===== src/rtl/ni_request_arbiter_pkg.sv =====
// Shared types and widths for the NI request arbiter.
//   state_e   : arbiter FSM state encoding (2 bits)
//   ni_ctrl_t : per-transaction control fields held toward the NI
package ni_request_arbiter_pkg;

    localparam int unsigned NODE_ID_W  = 8;
    localparam int unsigned MSG_TYPE_W = 3;

    typedef enum logic [1:0] {
        IDLE  = 2'd0,
        ISSUE = 2'd1,
        WAIT  = 2'd2,
        GAP   = 2'd3
    } state_e;

    typedef struct packed {
        logic                  write;
        logic [MSG_TYPE_W-1:0] msg_type;
        logic [NODE_ID_W-1:0]  dest_id;
    } ni_ctrl_t;

endpackage


===== src/rtl/ni_request_arbiter_if.sv =====
// Bundle between the local requesters, the arbiter and the NI memory port.
//   req_*        : flattened per-requester request fields, req_ready back
//   rsp_*        : completion pulse per requester plus shared read data
//   ni_*         : command strobes / held fields to the NI and its completion
// Modports: master = tile side (requesters + NI), slave = arbiter.
interface ni_request_arbiter_if
    import ni_request_arbiter_pkg::*;
#(
    parameter int unsigned NUM_REQ    = 4,
    parameter int unsigned DATA_WIDTH = 32,
    parameter int unsigned ADDR_WIDTH = 32
);

    logic [NUM_REQ-1:0]            req_valid;
    logic [NUM_REQ-1:0]            req_ready;
    logic [NUM_REQ-1:0]            req_write;
    logic [NUM_REQ*ADDR_WIDTH-1:0] req_addr;
    logic [NUM_REQ*DATA_WIDTH-1:0] req_wdata;
    logic [NUM_REQ*NODE_ID_W-1:0]  req_dest_id;
    logic [NUM_REQ*MSG_TYPE_W-1:0] req_msg_type;
    logic [NUM_REQ-1:0]            rsp_valid;
    logic [DATA_WIDTH-1:0]         rsp_rdata;

    logic                          ni_mem_write;
    logic                          ni_mem_read;
    logic [ADDR_WIDTH-1:0]         ni_mem_addr;
    logic [DATA_WIDTH-1:0]         ni_mem_wdata;
    logic [NODE_ID_W-1:0]          ni_dest_id;
    logic [MSG_TYPE_W-1:0]         ni_msg_type;
    logic [DATA_WIDTH-1:0]         ni_mem_rdata;
    logic                          ni_mem_ready;

    modport master (
        output req_valid, req_write, req_addr, req_wdata, req_dest_id, req_msg_type,
        input  req_ready, rsp_valid, rsp_rdata,
        input  ni_mem_write, ni_mem_read, ni_mem_addr, ni_mem_wdata, ni_dest_id, ni_msg_type,
        output ni_mem_rdata, ni_mem_ready
    );

    modport slave (
        input  req_valid, req_write, req_addr, req_wdata, req_dest_id, req_msg_type,
        output req_ready, rsp_valid, rsp_rdata,
        output ni_mem_write, ni_mem_read, ni_mem_addr, ni_mem_wdata, ni_dest_id, ni_msg_type,
        input  ni_mem_rdata, ni_mem_ready
    );

endinterface


===== src/rtl/ni_request_arbiter_rr_arbiter.sv =====
// Combinational round-robin priority picker.
//   req_i     : request vector
//   ptr_i     : index with highest priority this round
//   gnt_o     : one-hot grant (zero when no request)
//   gnt_idx_o : index of the granted request
module ni_request_arbiter_rr_arbiter #(
    parameter  int unsigned N  = 4,
    localparam int unsigned IW = (N > 1) ? $clog2(N) : 1
) (
    input  logic [N-1:0]  req_i,
    input  logic [IW-1:0] ptr_i,
    output logic [N-1:0]  gnt_o,
    output logic [IW-1:0] gnt_idx_o
);

    // First set request searching upward from ptr_i with wrap-around.
    always_comb begin
        logic        found;
        int unsigned idx;
        gnt_o     = '0;
        gnt_idx_o = '0;
        found     = 1'b0;
        idx       = 0;
        for (int unsigned k = 0; k < N; k++) begin
            idx = (32'(ptr_i) + k) % N;
            if (!found && req_i[IW'(idx)]) begin
                found             = 1'b1;
                gnt_o[IW'(idx)]   = 1'b1;
                gnt_idx_o         = IW'(idx);
            end
        end
    end

endmodule


===== src/rtl/ni_request_arbiter.sv =====
// Round-robin arbiter sharing one NI local memory port among NUM_REQ requesters.
// Serializes transactions, holds NI fields stable per transaction and routes
// each completion back to its owner.
//   clk, rst : clock, asynchronous active-high reset
//   bus      : requester / NI bundle (slave view)
//   busy     : FSM not in IDLE
//   grant_id : current or last owner
//   wd_stall : sticky flag, NI response exceeded WD_CYCLES
module ni_request_arbiter
    import ni_request_arbiter_pkg::*;
#(
    parameter  int unsigned NUM_REQ    = 4,
    parameter  int unsigned DATA_WIDTH = 32,
    parameter  int unsigned ADDR_WIDTH = 32,
    parameter  int unsigned WD_CYCLES  = 1024,
    localparam int unsigned IDX_W      = $clog2(NUM_REQ)
) (
    input  logic              clk,
    input  logic              rst,
    ni_request_arbiter_if.slave bus,
    output logic              busy,
    output logic [IDX_W-1:0]  grant_id,
    output logic              wd_stall
);

    localparam int unsigned WD_W = $clog2(WD_CYCLES + 1);

    state_e                 state_q, state_d;
    logic [ADDR_WIDTH-1:0]  addr_q, addr_d;
    logic [DATA_WIDTH-1:0]  wdata_q, wdata_d;
    ni_ctrl_t               ctrl_q, ctrl_d;
    logic                   ni_wr_q, ni_wr_d;
    logic                   ni_rd_q, ni_rd_d;
    logic [NUM_REQ-1:0]     rsp_valid_q, rsp_valid_d;
    logic [DATA_WIDTH-1:0]  rdata_q, rdata_d;
    logic [IDX_W-1:0]       grant_q, grant_d;
    logic [IDX_W-1:0]       ptr_q, ptr_d;
    logic [WD_W-1:0]        wd_cnt_q, wd_cnt_d;
    logic                   wd_stall_q, wd_stall_d;

    logic [NUM_REQ-1:0]     gnt;
    logic [IDX_W-1:0]       gnt_idx;

    ni_request_arbiter_rr_arbiter #(.N(NUM_REQ)) u_rr (
        .req_i     (bus.req_valid),
        .ptr_i     (ptr_q),
        .gnt_o     (gnt),
        .gnt_idx_o (gnt_idx)
    );

    // Accept is offered only while idle, to the round-robin winner.
    assign bus.req_ready = (state_q == IDLE) ? gnt : '0;

    // Next-state and datapath.
    always_comb begin
        state_d     = state_q;
        addr_d      = addr_q;
        wdata_d     = wdata_q;
        ctrl_d      = ctrl_q;
        grant_d     = grant_q;
        ptr_d       = ptr_q;
        rdata_d     = rdata_q;
        wd_cnt_d    = wd_cnt_q;
        wd_stall_d  = wd_stall_q;
        ni_wr_d     = 1'b0;
        ni_rd_d     = 1'b0;
        rsp_valid_d = '0;

        case (state_q)
            IDLE: begin
                if (|bus.req_valid) begin
                    for (int unsigned i = 0; i < NUM_REQ; i++) begin
                        if (gnt[i]) begin
                            addr_d          = bus.req_addr[i*ADDR_WIDTH +: ADDR_WIDTH];
                            wdata_d         = bus.req_wdata[i*DATA_WIDTH +: DATA_WIDTH];
                            ctrl_d.write    = bus.req_write[i];
                            ctrl_d.dest_id  = bus.req_dest_id[i*NODE_ID_W +: NODE_ID_W];
                            ctrl_d.msg_type = bus.req_msg_type[i*MSG_TYPE_W +: MSG_TYPE_W];
                        end
                    end
                    grant_d = gnt_idx;
                    // Strobe is registered so it lands in the ISSUE cycle.
                    ni_wr_d = ctrl_d.write;
                    ni_rd_d = !ctrl_d.write;
                    state_d = ISSUE;
                end
            end
            ISSUE: begin
                wd_cnt_d = '0;
                state_d  = WAIT;
            end
            WAIT: begin
                // Limit reached on this WAIT cycle; flag even if completion arrives now.
                if (wd_cnt_q >= WD_W'(WD_CYCLES - 1)) begin
                    wd_stall_d = 1'b1;
                end
                if (bus.ni_mem_ready) begin
                    if (!ctrl_q.write) begin
                        rdata_d = bus.ni_mem_rdata;
                    end
                    rsp_valid_d[grant_q] = 1'b1;
                    state_d              = GAP;
                end else if (wd_cnt_q != WD_W'(WD_CYCLES)) begin
                    wd_cnt_d = wd_cnt_q + WD_W'(1);
                end
            end
            GAP: begin
                ptr_d   = (grant_q == IDX_W'(NUM_REQ - 1)) ? '0 : grant_q + IDX_W'(1);
                state_d = IDLE;
            end
        endcase
    end

    // State register.
    always_ff @(posedge clk or posedge rst) begin
        if (rst) begin
            state_q     <= IDLE;
            addr_q      <= '0;
            wdata_q     <= '0;
            ctrl_q      <= '0;
            ni_wr_q     <= 1'b0;
            ni_rd_q     <= 1'b0;
            rsp_valid_q <= '0;
            rdata_q     <= '0;
            grant_q     <= '0;
            ptr_q       <= '0;
            wd_cnt_q    <= '0;
            wd_stall_q  <= 1'b0;
        end else begin
            state_q     <= state_d;
            addr_q      <= addr_d;
            wdata_q     <= wdata_d;
            ctrl_q      <= ctrl_d;
            ni_wr_q     <= ni_wr_d;
            ni_rd_q     <= ni_rd_d;
            rsp_valid_q <= rsp_valid_d;
            rdata_q     <= rdata_d;
            grant_q     <= grant_d;
            ptr_q       <= ptr_d;
            wd_cnt_q    <= wd_cnt_d;
            wd_stall_q  <= wd_stall_d;
        end
    end

    assign bus.ni_mem_write = ni_wr_q;
    assign bus.ni_mem_read  = ni_rd_q;
    assign bus.ni_mem_addr  = addr_q;
    assign bus.ni_mem_wdata = wdata_q;
    assign bus.ni_dest_id   = ctrl_q.dest_id;
    assign bus.ni_msg_type  = ctrl_q.msg_type;
    assign bus.rsp_valid    = rsp_valid_q;
    assign bus.rsp_rdata    = rdata_q;
    assign busy             = (state_q != IDLE);
    assign grant_id         = grant_q;
    assign wd_stall         = wd_stall_q;

endmodule


===== src/flat_wrapper.sv =====
// flat-port wrapper written by rule: the top's interface ports become plain ports
module ni_request_arbiter_flat import ni_request_arbiter_pkg::*;
#(
    parameter  int unsigned NUM_REQ    = 4,
    parameter  int unsigned DATA_WIDTH = 32,
    parameter  int unsigned ADDR_WIDTH = 32,
    parameter  int unsigned WD_CYCLES  = 1024,
    localparam int unsigned IDX_W      = $clog2(NUM_REQ)
)
  (clk, rst, busy, grant_id, wd_stall, bus_req_valid, bus_req_write, bus_req_addr, bus_req_wdata, bus_req_dest_id, bus_req_msg_type, bus_req_ready, bus_rsp_valid, bus_rsp_rdata, bus_ni_mem_write, bus_ni_mem_read, bus_ni_mem_addr, bus_ni_mem_wdata, bus_ni_dest_id, bus_ni_msg_type, bus_ni_mem_rdata, bus_ni_mem_ready);
  ni_request_arbiter_if #(.NUM_REQ(NUM_REQ), .DATA_WIDTH(DATA_WIDTH), .ADDR_WIDTH(ADDR_WIDTH)) bus_i ();
  input  logic clk;
  input  logic rst;
  output logic busy;
  output logic [IDX_W-1:0] grant_id;
  output logic wd_stall;
  input wire logic [$bits(bus_i.req_valid)-1:0] bus_req_valid;
  input wire logic [$bits(bus_i.req_write)-1:0] bus_req_write;
  input wire logic [$bits(bus_i.req_addr)-1:0] bus_req_addr;
  input wire logic [$bits(bus_i.req_wdata)-1:0] bus_req_wdata;
  input wire logic [$bits(bus_i.req_dest_id)-1:0] bus_req_dest_id;
  input wire logic [$bits(bus_i.req_msg_type)-1:0] bus_req_msg_type;
  output wire logic [$bits(bus_i.req_ready)-1:0] bus_req_ready;
  output wire logic [$bits(bus_i.rsp_valid)-1:0] bus_rsp_valid;
  output wire logic [$bits(bus_i.rsp_rdata)-1:0] bus_rsp_rdata;
  output wire logic [$bits(bus_i.ni_mem_write)-1:0] bus_ni_mem_write;
  output wire logic [$bits(bus_i.ni_mem_read)-1:0] bus_ni_mem_read;
  output wire logic [$bits(bus_i.ni_mem_addr)-1:0] bus_ni_mem_addr;
  output wire logic [$bits(bus_i.ni_mem_wdata)-1:0] bus_ni_mem_wdata;
  output wire logic [$bits(bus_i.ni_dest_id)-1:0] bus_ni_dest_id;
  output wire logic [$bits(bus_i.ni_msg_type)-1:0] bus_ni_msg_type;
  input wire logic [$bits(bus_i.ni_mem_rdata)-1:0] bus_ni_mem_rdata;
  input wire logic [$bits(bus_i.ni_mem_ready)-1:0] bus_ni_mem_ready;
  assign bus_i.req_valid = bus_req_valid;
  assign bus_i.req_write = bus_req_write;
  assign bus_i.req_addr = bus_req_addr;
  assign bus_i.req_wdata = bus_req_wdata;
  assign bus_i.req_dest_id = bus_req_dest_id;
  assign bus_i.req_msg_type = bus_req_msg_type;
  assign bus_req_ready = bus_i.req_ready;
  assign bus_rsp_valid = bus_i.rsp_valid;
  assign bus_rsp_rdata = bus_i.rsp_rdata;
  assign bus_ni_mem_write = bus_i.ni_mem_write;
  assign bus_ni_mem_read = bus_i.ni_mem_read;
  assign bus_ni_mem_addr = bus_i.ni_mem_addr;
  assign bus_ni_mem_wdata = bus_i.ni_mem_wdata;
  assign bus_ni_dest_id = bus_i.ni_dest_id;
  assign bus_ni_msg_type = bus_i.ni_msg_type;
  assign bus_i.ni_mem_rdata = bus_ni_mem_rdata;
  assign bus_i.ni_mem_ready = bus_ni_mem_ready;
  ni_request_arbiter #(.NUM_REQ(NUM_REQ), .DATA_WIDTH(DATA_WIDTH), .ADDR_WIDTH(ADDR_WIDTH), .WD_CYCLES(WD_CYCLES)) u_core (.clk(clk), .rst(rst), .bus(bus_i), .busy(busy), .grant_id(grant_id), .wd_stall(wd_stall));
endmodule

===== config.mk =====
export PLATFORM = sky130hd
export DESIGN_NAME = ni_request_arbiter_flat
export DESIGN_NICKNAME = d
export VERILOG_FILES = /design/src/rtl/ni_request_arbiter_pkg.sv /design/src/rtl/ni_request_arbiter_if.sv /design/src/rtl/ni_request_arbiter_rr_arbiter.sv /design/src/rtl/ni_request_arbiter.sv /design/src/flat_wrapper.sv
export SDC_FILE = /design/constraint.sdc
export NUM_CORES = 1
export LEC_CHECK = 0
export CAP_MARGIN = 20
export CORE_AREA = 2 2 178 180
export CTS_BUF_LIST = sky130_fd_sc_hd__clkbuf_16
export DETAILED_ROUTE_END_ITERATION = 10
export DIE_AREA = 0 0 180 182
export MAX_ROUTING_LAYER = met4
export SLEW_MARGIN = 0
export SYNTH_ARGS = -nofsm -noshare
export SYNTH_HDL_FRONTEND = slang
export SYNTH_SLANG_ARGS = --single-unit
export TNS_END_PERCENT = 50

===== constraint.sdc =====
create_clock -name clk -period 8.8 [get_ports clk]
set_input_delay 1.76 -clock clk [delete_from_list [all_inputs] [get_ports clk]]
set_output_delay 1.76 -clock clk [all_outputs]
set_load 0.02 [all_outputs]

==> implementation parameters, run 1 <==
Parameter                              Value

Worst hold path
  Min-Delay Path Depth    1
  Worst Hold Class    reg2reg

Floorplan
  Total Die Area    32800 um^2
  Die Height    182 um
  Area of the core region    31000 um^2
  Boundary Pins    464
  Effective utilization at floorplan    27.6%
  Die width    180 um
  Cell row count    65

Global route
  Global-route wire length before repair    57.7 mm
  Aggregate global-route resource usage    23.4%
  Number of global-route vias before repair    9339
  Antenna violations before repair    5
  Pin count of the biggest net entering global routing    87
  Gr ovfl total    0

Logic synthesis
  Syn Inst Count    894
  Post-synthesis xor/xnor area fraction    0.512%
  Mux share of post-synthesis cell area    5.47%
  Fraction of the mapped netlist area in compound gates    33.5%
  Count of flip-flops with a built-in enable after synthesis    0
  Primary flip-flop cell chosen by synthesis mapping    dfrtp_1
  Cell variety after synth    56
  Warnings from Yosys    0
  Fraction of synthesis flops using an asynchronous set or reset pin    100%
  Share of synthesized cell area in full adder, half adder and majority cells    2.34%
  Syn Std Cell Area    8550 um^2
  Portion of synthesized cell area occupied by the leading cell type    38.6%
  Proportion of synthesized chip area in sequential cells    38.6%
  Synth area leader    dfrtp_1
  Post-synth top cells    149 x nand2_1, 132 x dfrtp_1, 75 x a221oi_1, 73 x a21oi_1, 66 x a2bb2oi_1
  Post-synthesis share of cell area spent on and, or, nand and nor gates    12.1%
  Avg Inst Size Synth    9.56 um^2
  Flop and latch count out of synthesis    132
  Most instantiated library cell after synthesis    nand2_1
  Largest family of logic cells by synthesized area    compound AO/OA/AOI/OAI gates
  Number of nets produced by synthesis    1253
  Main area contributors after synthesis    dfrtp_1 39%, a221oi_1 7.7%, a311o_1 7.5%

Timing
  Rel. slew slack    28.7%
  Final critical-path required period    6730 ps
  Worst-margin pin slew    1070 ps
  Final setup skew    11.1 ps
  Aggregate negative setup slack    0 ps
  Peak clock frequency supported by timing    0.149 GHz
  Worst hold margin    473 ps
  Max-slew violation total from the final report    0
  Final setup fails    0
  Unrepaired setup endpoints after global routing    false
  Period utilisation layout    76.5%
  Hold violation count in the final report    0

CTS
  Worst-case clock buffer depth    2
  Count of hold-fix buffers inserted at cts    0
  CTS root buffer    clkbuf_16
  TritonCTS clock tree    yes
  Post-cts resize count    0
  Clock network latency to the later pin of the worst-skew pair    420 ps
  Sinks on Clock Net    132
  CTS HTree Levels    4
  Clk slew on worst S/H paths    70 ps
  Number of buffers inserted during clock tree synthesis    17
  Post-CTS setup buffer count    0

Setup path
  Worst Reg2Reg Path Length in Cells    11
  Stages on the worst setup path    8
  Worst path arrival time    4970 ps
  Critical path peak fanout    14
  Cell chain of the critical path    clkdlybuf4s50_1, mux4_2, inv_1, nand2_1, o22ai_1, and2_0, nor2_1, clkdlybuf4s50_1
  Data required time at the worst endpoint    7040 ps
  Longest individual stage delay on the worst path    780 ps
  Type of origin of the critical path    input pin
  Most frequent CP cell    clkdlybuf4s50_1
  Buffers and inverters on the worst path    3
  Kind of end point of the critical path    output pin
  Worst Setup Path Type    in2out
  Family with the most delay on the worst path    buffers and inverters
  Standard cell with the maximum stage delay on the critical path    and2_0

Detailed routing
  Aggregate routed wire length    38.5 mm
  Detailed Routing Iterations Pass 1    5
  Avg Vias per Cell    5.47
  Detailed router's first-iteration violation count    744
  Count of vias placed by the detailed router    9277
  DRC violations left    0
  Antenna Violating Nets Remaining    0
  Wire per inst    22.7 um

Cells and area
  Fraction of layout instances using a drive strength above 1    8.15%
  Register Area    3300 um^2
  Post-layout nets    1634
  Filler instances    3013
  Area growth from synthesis to layout    62.6%
  Combined area of the multi-input logic cells    4670 um^2

Placement
  Post-DP HPWL    26.9 mm
  Weighted congestion reported at the end of routability-driven placement    0.846
  Port Buffers    463

Power and ir drop
  Static leakage    5.42 nW
  Maximum ir drop on the vdd rail    0.000253 V
  P per Cell Area    422 nW/um^2

Outcome
  Status    complete, no violations

Flow run
  Max-cap violations    0
## report_power, final
part	switching, mW	internal [mW]
Clock	0.330	0.433
Sequential	0.195	0.900
Combinational	2.32	1.68
## cells by family (layout without fill, tap and decap cells)
kind of cell    Yosys count  count (layout)
flops                   132             132
mux                      39              39
compound gates          350             350
xor+xnor                  5               5
simple gates            222             222
other cells               0               5
buf+inv                 130             524
fa+ha+maj                16              16
## per-layer routing
layer  part of all wire (%)  track usage [%]  up-vias
met5                      0                -        -
met4                    2.7             8.62        0
met3                    6.4             5.19       54
met2                     50             38.9      398
met1                     41             27.7     4600
li1                       -                -     4225
## flip-flops by register name, summed over array words and instances, names as in the netlist
name and count:
u_core.bus.ni_mem_addr 32, u_core.bus.ni_mem_wdata 32, u_core.bus.rsp_rdata 32, u_core.wd_cnt_q 11, u_core.bus.ni_dest_id 8, u_core.bus.rsp_valid 4
u_core.bus.ni_msg_type 3, u_core.grant_id 2, u_core.ptr_q 2, u_core.state_q 2, u_core.bus.ni_mem_read 1, u_core.bus.ni_mem_write 1
u_core.ctrl_q 1, u_core.wd_stall 1
## final timing paths
path / from / to / slack (ps)
setup reg to reg: u_core.ptr_q[0]$_DFFE_PP0N_ / u_core.bus.ni_mem_wdata[3]$_DFFE_PP0P_ / 3600
max in group asynchronous: rst / u_core.bus.ni_mem_addr[27]$_DFFE_PP0P_ / 5520
min in group asynchronous: rst / u_core.bus.rsp_rdata[7]$_DFFE_PP0P_ / 1780
hold reg to reg: u_core.wd_stall$_DFFE_PP0P_ / u_core.wd_stall$_DFFE_PP0P_ / 470
hold / removal: u_core.wd_stall$_DFFE_PP0P_ / u_core.wd_stall$_DFFE_PP0P_ / 470
setup / recovery: bus_req_valid[0] / bus_req_ready[3] / 2070
## cell type report
| class | instances | share of cell area, % |
|---|---|---|
| Timing Repair Buffer | 477 | 34.1 |
| Multi-Input combinational cell | 632 | 33.6 |
| Sequential cell | 132 | 23.8 |
| Tap cell | 402 | 3.62 |
| Clock buffer | 17 | 3.06 |
| Clock inverter | 15 | 1.36 |
| Inverter | 15 | 0.441 |
| Antenna cell | 5 | 0.0900 |
## cell usage in the layout, fill, tap and decap left out, types with 16 or more instances in the layout
cell and count:
a21oi_1 73, clkbuf_16 17, dfrtp_1 132, nand2_1 147, a221oi_1 75, mux2_2 32
a311o_1 64, ha_1 16, clkdlybuf4s50_1 463, a2bb2oi_1 66
## metrics by stage
step / instance area (um^2) / instances / power [mW] / setup WS, ps / util, %
finish: 13900 / 1695 / 5.86 / 2070 / 44.9
global route: 13900 / 1695 / 6.23 / 1830 / 44.9
CTS: 13900 / 1690 / 5.94 / 2070 / 44.8
detailed placement: 13300 / 1658 / 5.15 / 2070 / 42.8
global placement: 13300 / 1658 / 5.13 / 2130 / 42.8
floorplan: 8550 / 894 / 3.75 / 3380 / -
Power figures use the tool's default switching activity.
==> run 2: changes to the inputs <==
Clock period 8.8 ns to 6.49 ns, I/O delays scaled along.
==> implementation parameters, run 2 (synthesis results as in run 1) <==
Parameter                              Value

Floorplan
  Boundary Pins    464 (unchanged)
  Area of the core region    31000 um^2 (unchanged)
  Die width    180 um (unchanged)
  Total Die Area    32800 um^2 (unchanged)
  Cell row count    65 (unchanged)
  Effective utilization at floorplan    27.6% (unchanged)
  Die Height    182 um (unchanged)

Cells and area
  Post-layout nets    1639 (was 1634)
  Area growth from synthesis to layout    63.1% (was 62.6%)
  Filler instances    2975 (was 3013)
  Fraction of layout instances using a drive strength above 1    8.51% (was 8.15%)
  Most frequent standard cell in the layout excluding fill and tap cells    clkdlybuf4s50_1 (unchanged)
  Final Instance Count excl. Fillers    1702 (was 1695)
  Commonest cells after routing, fill and taps aside    463 x clkdlybuf4s50_1, 147 x nand2_1, 132 x dfrtp_1 (unchanged)

Detailed routing
  Wire per inst    23.2 um (was 22.7 um)
  Antenna Violating Nets Remaining    0 (unchanged)
  Aggregate routed wire length    39.4 mm (was 38.5 mm)
  Detailed router's first-iteration violation count    620 (was 744)
  DRC violations left    0 (unchanged)
  Detailed Routing Iterations Pass 1    5 (unchanged)
  Count of vias placed by the detailed router    9349 (was 9277)
  Avg Vias per Cell    5.49 (was 5.47)

Power and ir drop
  P per Cell Area    575 nW/um^2 (was 422 nW/um^2)
  Maximum ir drop on the vdd rail    0.000403 V (was 0.000253 V)
  Overall power of the completed layout    8.01 mW (was 5.86 mW)
  Static leakage    5.45 nW (was 5.42 nW)

Flow run
  Max-cap violations    0 (unchanged)

Setup path
  Type of origin of the critical path    flip-flop (was input pin)
  Data required time at the worst endpoint    5190 ps (was 7040 ps)
  Kind of end point of the critical path    output pin (unchanged)
  Worst path arrival time    4180 ps (was 4970 ps)
  Worst Setup Path Type    reg2out (was in2out)
  Slack of the worst reg-to-reg path    1610 ps (was 3600 ps)
  Critical path peak fanout    17 (was 14)

CTS
  TritonCTS clock tree    yes (unchanged)
  CTS root buffer    clkbuf_16 (unchanged)
  Number of buffers inserted during clock tree synthesis    17 (unchanged)
  Post-cts resize count    0 (unchanged)
  Count of hold-fix buffers inserted at cts    0 (unchanged)
  Sinks on Clock Net    132 (unchanged)
  Worst-case clock buffer depth    2 (unchanged)
  Clock network latency to the later pin of the worst-skew pair    420 ps (about the same)
  CTS HTree Levels    4 (unchanged)
  Post-CTS setup buffer count    0 (unchanged)
  Clk slew on worst S/H paths    60 ps (was 70 ps)

Placement
  Post-DP HPWL    27.6 mm (was 26.9 mm)
  Number of instances in the placed design    1663 (was 1658)
  Weighted congestion reported at the end of routability-driven placement    0.861 (was 0.846)
  Port Buffers    463 (unchanged)

Global route
  Number of global-route vias before repair    9487 (was 9339)
  Gr ovfl total    0 (unchanged)
  Aggregate global-route resource usage    23.9% (was 23.4%)
  Global-route wire length before repair    58.7 mm (was 57.7 mm)
  Antenna violations before repair    7 (was 5)
  Pin count of the biggest net entering global routing    95 (was 87)

Timing
  Max-slew violation total from the final report    0 (unchanged)
  Rel. slew slack    30.5% (was 28.7%)
  Hold violation count in the final report    0 (unchanged)
  Peak clock frequency supported by timing    0.183 GHz
  Period utilisation layout    84.3%
  Unrepaired setup endpoints after global routing    false (unchanged)
  Final critical-path required period    5470 ps
  Final setup skew    14.3 ps (was 11.1 ps)
  Final setup fails    0 (unchanged)
  Aggregate negative setup slack    0 ps (unchanged)
  Worst-margin pin slew    1040 ps (was 1070 ps)

Worst hold path
  Worst Hold Class    reg2reg (unchanged)

Outcome
  Status    complete, no violations (unchanged)
run 2: cell count changes in the layout (fill, tap and decap cells not counted), sizes merged:
cell,previous run,this run
buf,14,19
diode,5,7
clkinvlp,2,1
clkinv,2,4
inv,24,23
run 2: per-layer routing:
layer / up-vias / global-route usage (%) / share of wire (%)
met2: 431 / 39.6 / 50
met3: 49 / 5.88 / 7.1
met1: 4630 / 28.2 / 41
met4: 0 / 8.59 / 2.6
li1: 4239 / - / -
met5: - / - / 0
run 2: final timing paths:
path                                              from                                      to  cells past startpoint
max in group asynchronous                          rst          u_core.wd_cnt_q[8]$_DFFE_PP0P_                      3
min reg2reg                u_core.wd_stall$_DFFE_PP0P_             u_core.wd_stall$_DFFE_PP0P_                      1
max reg2reg                u_core.ptr_q[0]$_DFFE_PP0N_    u_core.bus.ni_dest_id[2]$_DFFE_PP0P_                     11
max                        u_core.ptr_q[0]$_DFFE_PP0N_                        bus_req_ready[0]                      9
min in group asynchronous                          rst  u_core.bus.ni_mem_addr[22]$_DFFE_PP0P_                      2
min                        u_core.wd_stall$_DFFE_PP0P_             u_core.wd_stall$_DFFE_PP0P_                      1
run 2: cell type report:
class                      instances  area [um^2]  share of cell area [%]
sequential                       132         3300                    23.7
tap                              402          503                    3.61
inverter                          15         61.3                   0.440
clock buffer                      17          425                    3.05
multi-input combinational        632         4670                    33.5
clock inverter                    15          170                    1.22
timing repair buffer             482         4790                    34.4
antenna                            7         17.5                   0.126
run 2: metrics by stage:
stage	utilization, %	cell area (um^2)	hold slack [ps]	setup slack [ps]
floorplan	-	8550	461	1670
global placement	42.9	13300	455	1100
detailed placement	43.0	13300	464	1090
CTS	44.9	13900	479	1030
global route	45.0	13900	518	746
finish	45.0	13900	470	1020
run 2: report_power, final:
| part | internal, mW | switching, mW | total (mW) |
|---|---|---|---|
| Clock | 0.580 | 0.445 | 1.02 |
| Sequential | 1.22 | 0.260 | 1.48 |
| Combinational | 2.31 | 3.20 | 5.50 |
| Total | 4.11 | 3.90 | 8.01 |
run 2: critical path: stages, from the launching register on:
cell and delay, ps:
dfrtp_1 720, inv_1 310, ha_1 620, mux4_2 640, and3b_1 200, a221o_1 270, a21oi_2 100, buf_4 250
nor2_1 70, clkdlybuf4s50_1 550
==> run 3: changes to the inputs <==
Settings changed: CORE_AREA 2 2 178 180 to 2 2 182 184, DIE_AREA 0 0 180 182 to 0 0 184 186.
Clock period 6.49 ns to 4.5 ns, I/O delays scaled along.
==> implementation parameters, run 3 (synthesis results as in run 1) <==
Parameter                              Value

Setup path
  Longest individual stage delay on the worst path    630 ps (was 720 ps)
  Critical path peak fanout    12 (was 17)
  Standard cell with the maximum stage delay on the critical path    mux4_2 (was dfrtp_1)
  Cell chain of the critical path    clkdlybuf4s50_1, mux4_2, a41oi_2, a221o_1, nor2_4, nor2_1, clkdlybuf4s50_1 (was inv_1, ha_1, mux4_2, and3b_1, a221o_1, a21oi_2, buf_4, nor2_1, clkdlybuf4s50_1)
  Most frequent CP cell    clkdlybuf4s50_1
  Type of origin of the critical path    input pin (was flip-flop)
  Kind of end point of the critical path    output pin (unchanged)
  Worst Reg2Reg Path Length in Cells    12 (was 11)
  Worst Setup Path Type    in2out (was reg2out)
  Worst path arrival time    3420 ps (was 4180 ps)
  Data required time at the worst endpoint    3600 ps (was 5190 ps)

Power and ir drop
  Switching power share of the total    47.8% (was 48.7%)
  Maximum ir drop on the vdd rail    0.000357 V (was 0.000403 V)
  Reported net switching power    5.63 mW (was 3.90 mW)
  Static leakage    5.60 nW (was 5.45 nW)
  Sequential group share of total power    17.8% (was 18.5%)
  Clock network fraction of design power    11.9% (was 12.8%)
  P per Cell Area    834 nW/um^2 (was 575 nW/um^2)
  Overall power of the completed layout    11.8 mW (was 8.01 mW)
  Proportion of power drawn by combinational gates    70.3% (was 68.7%)
  Internal Dissipation    6.15 mW (was 4.11 mW)

Cells and area
  Most frequent standard cell in the layout excluding fill and tap cells    clkdlybuf4s50_1 (unchanged)
  Diode count    0 (was 7)
  Fraction of layout instances using a drive strength above 1    9.55% (was 8.51%)
  Commonest cells after routing, fill and taps aside    458 x clkdlybuf4s50_1, 147 x nand2_1, 132 x dfrtp_1 (was 463 x clkdlybuf4s50_1, 147 x nand2_1, 132 x dfrtp_1)
  Final Instance Count excl. Fillers    1717 (was 1702)
  Area growth from synthesis to layout    65.3% (was 63.1%)
  Filler instances    3109 (was 2975)
  Combined area of the multi-input logic cells    4670 um^2 (about the same)
  Post-layout nets    1656 (was 1639)
  Register Area    3300 um^2 (unchanged)

CTS
  Sinks on Clock Net    132 (unchanged)
  Clk slew on worst S/H paths    60 ps (about the same)
  CTS root buffer    clkbuf_16 (unchanged)
  Worst-case clock buffer depth    2 (unchanged)
  Clock network latency to the later pin of the worst-skew pair    430 ps (was 420 ps)
  CTS HTree Levels    4 (unchanged)
  Number of buffers inserted during clock tree synthesis    17 (unchanged)
  Count of hold-fix buffers inserted at cts    0 (unchanged)
  TritonCTS clock tree    yes (unchanged)

Placement
  Post-DP HPWL    27.9 mm (was 27.6 mm)
  Port Buffers    463 (unchanged)
  Number of instances in the placed design    1686 (was 1663)
  Weighted congestion reported at the end of routability-driven placement    0.886 (was 0.861)

Outcome
  Status    complete, no violations (unchanged)

Timing
  Worst hold margin    473 ps (was 470 ps)
  Rel. slew slack    36.0% (was 30.5%)
  Max-slew violation total from the final report    0 (unchanged)
  Unrepaired setup endpoints after global routing    false (unchanged)
  Worst-margin pin slew    960 ps (was 1040 ps)
  Period utilisation layout    96.0%
  Peak clock frequency supported by timing    0.231 GHz
  Hold violation count in the final report    0 (unchanged)
  Final critical-path required period    4320 ps
  Final setup fails    0 (unchanged)
  Aggregate negative setup slack    0 ps (unchanged)
  Final setup skew    6.10 ps (was 14.3 ps)

Global route
  Antenna violations before repair    0 (was 7)
  Aggregate global-route resource usage    22.5% (was 23.9%)
  Gr ovfl total    0 (unchanged)
  Number of global-route vias before repair    9691 (was 9487)
  Pin count of the biggest net entering global routing    76 (was 95)
  Global-route wire length before repair    56.7 mm (was 58.7 mm)

Flow run
  Max-cap violations    0 (unchanged)

Floorplan
  Cell row count    66 (was 65)
  Total Die Area    34200 um^2 (was 32800 um^2)
  Effective utilization at floorplan    26.5% (was 27.6%)
  Die Height    186 um (was 182 um)
  Die width    184 um (was 180 um)
  Boundary Pins    464 (unchanged)
  Area of the core region    32200 um^2 (was 31000 um^2)

Detailed routing
  Detailed Routing Iterations Pass 1    5 (unchanged)
  DRC violations left    0 (unchanged)
  Detailed router's first-iteration violation count    473 (was 620)
  Wire per inst    22.5 um (was 23.2 um)
  Aggregate routed wire length    38.7 mm (was 39.4 mm)
  Avg Vias per Cell    5.46 (was 5.49)
  Count of vias placed by the detailed router    9378 (was 9349)
  Antenna Violating Nets Remaining    0 (unchanged)

Worst hold path
  Min-Delay Path Depth    1 (unchanged)
  Worst Hold Class    reg2reg (unchanged)
-- run 3: cell types whose count changed in the layout (fill, tap and decap cells not counted), sizes merged --
cell,delta
clkinv,+2
buf,+17
clkinvlp,+5
inv,-8
diode,-7
clkdlybuf4s50,-5
dlymetal6s2s,+5
-- run 3: critical path: cells and delay by family --
family	cells	cell delay, ps
mux	1	630
simple gates	2	150
compound gates	2	530
buf+inv	2	1220
-- run 3: final timing paths --
path                                             start                                endpoint  slack [ps]
max                                   bus_req_valid[1]                        bus_req_ready[1]         180
min                        u_core.wd_stall$_DFFE_PP0P_             u_core.wd_stall$_DFFE_PP0P_         470
max reg2reg                u_core.ptr_q[1]$_DFFE_PP0N_   u_core.bus.ni_msg_type[2]$_DFFE_PP0P_         880
min reg2reg                u_core.wd_stall$_DFFE_PP0P_             u_core.wd_stall$_DFFE_PP0P_         470
max in group asynchronous                          rst  u_core.bus.ni_mem_wdata[5]$_DFFE_PP0P_        2710
min in group asynchronous                          rst    u_core.bus.rsp_rdata[13]$_DFFE_PP0P_         950
-- run 3: power by group through the flow --
stage / combinational, mW / sequential (mW) / clock (mW)
after floorplan: 4.71 / 2.62 / 0
after global placement: 8.29 / 2.10 / 0
after detailed placement: 8.33 / 2.11 / 0
after CTS: 8.35 / 2.10 / 1.45
after global routing: 8.89 / 2.17 / 1.50
final: 8.28 / 2.10 / 1.40
-- run 3: cell type report --
type	count	area share, %
tap	408	3.61
clock inverter	14	0.992
timing repair buffer	499	35.5
clock buffer	17	3.01
inverter	15	0.434
multi-input combinational	632	33.1
sequential	132	23.4
-- run 3: timing repair --
action                                 4_1_cts  5_1_grt
setup buffers                                0        0
endpoints found under the hold margin        0        0
setup endpoints to repair                    0        4
gates resized for setup                      0        6
-- run 3: stage by stage --
stage               cell area [um^2]  worst slack, ps  utilization (%)
detailed placement             13500             46.6             42.1
floorplan                       8550             74.0                -
global placement               13500              114             42.1
finish                         14100              179             43.9
CTS                            14100             41.8             43.8
global route                   14100             55.9             43.9
-- run 3: metal layers --
layer	wire [um]	vias up	track usage, %	part of all wire [%]
li1	-	4265	-	-
met2	18900	446	37.4	49
met3	3020	52	5.77	7.8
met1	15600	4615	26.4	40
met5	0	-	-	0
met4	1120	0	8.32	2.9
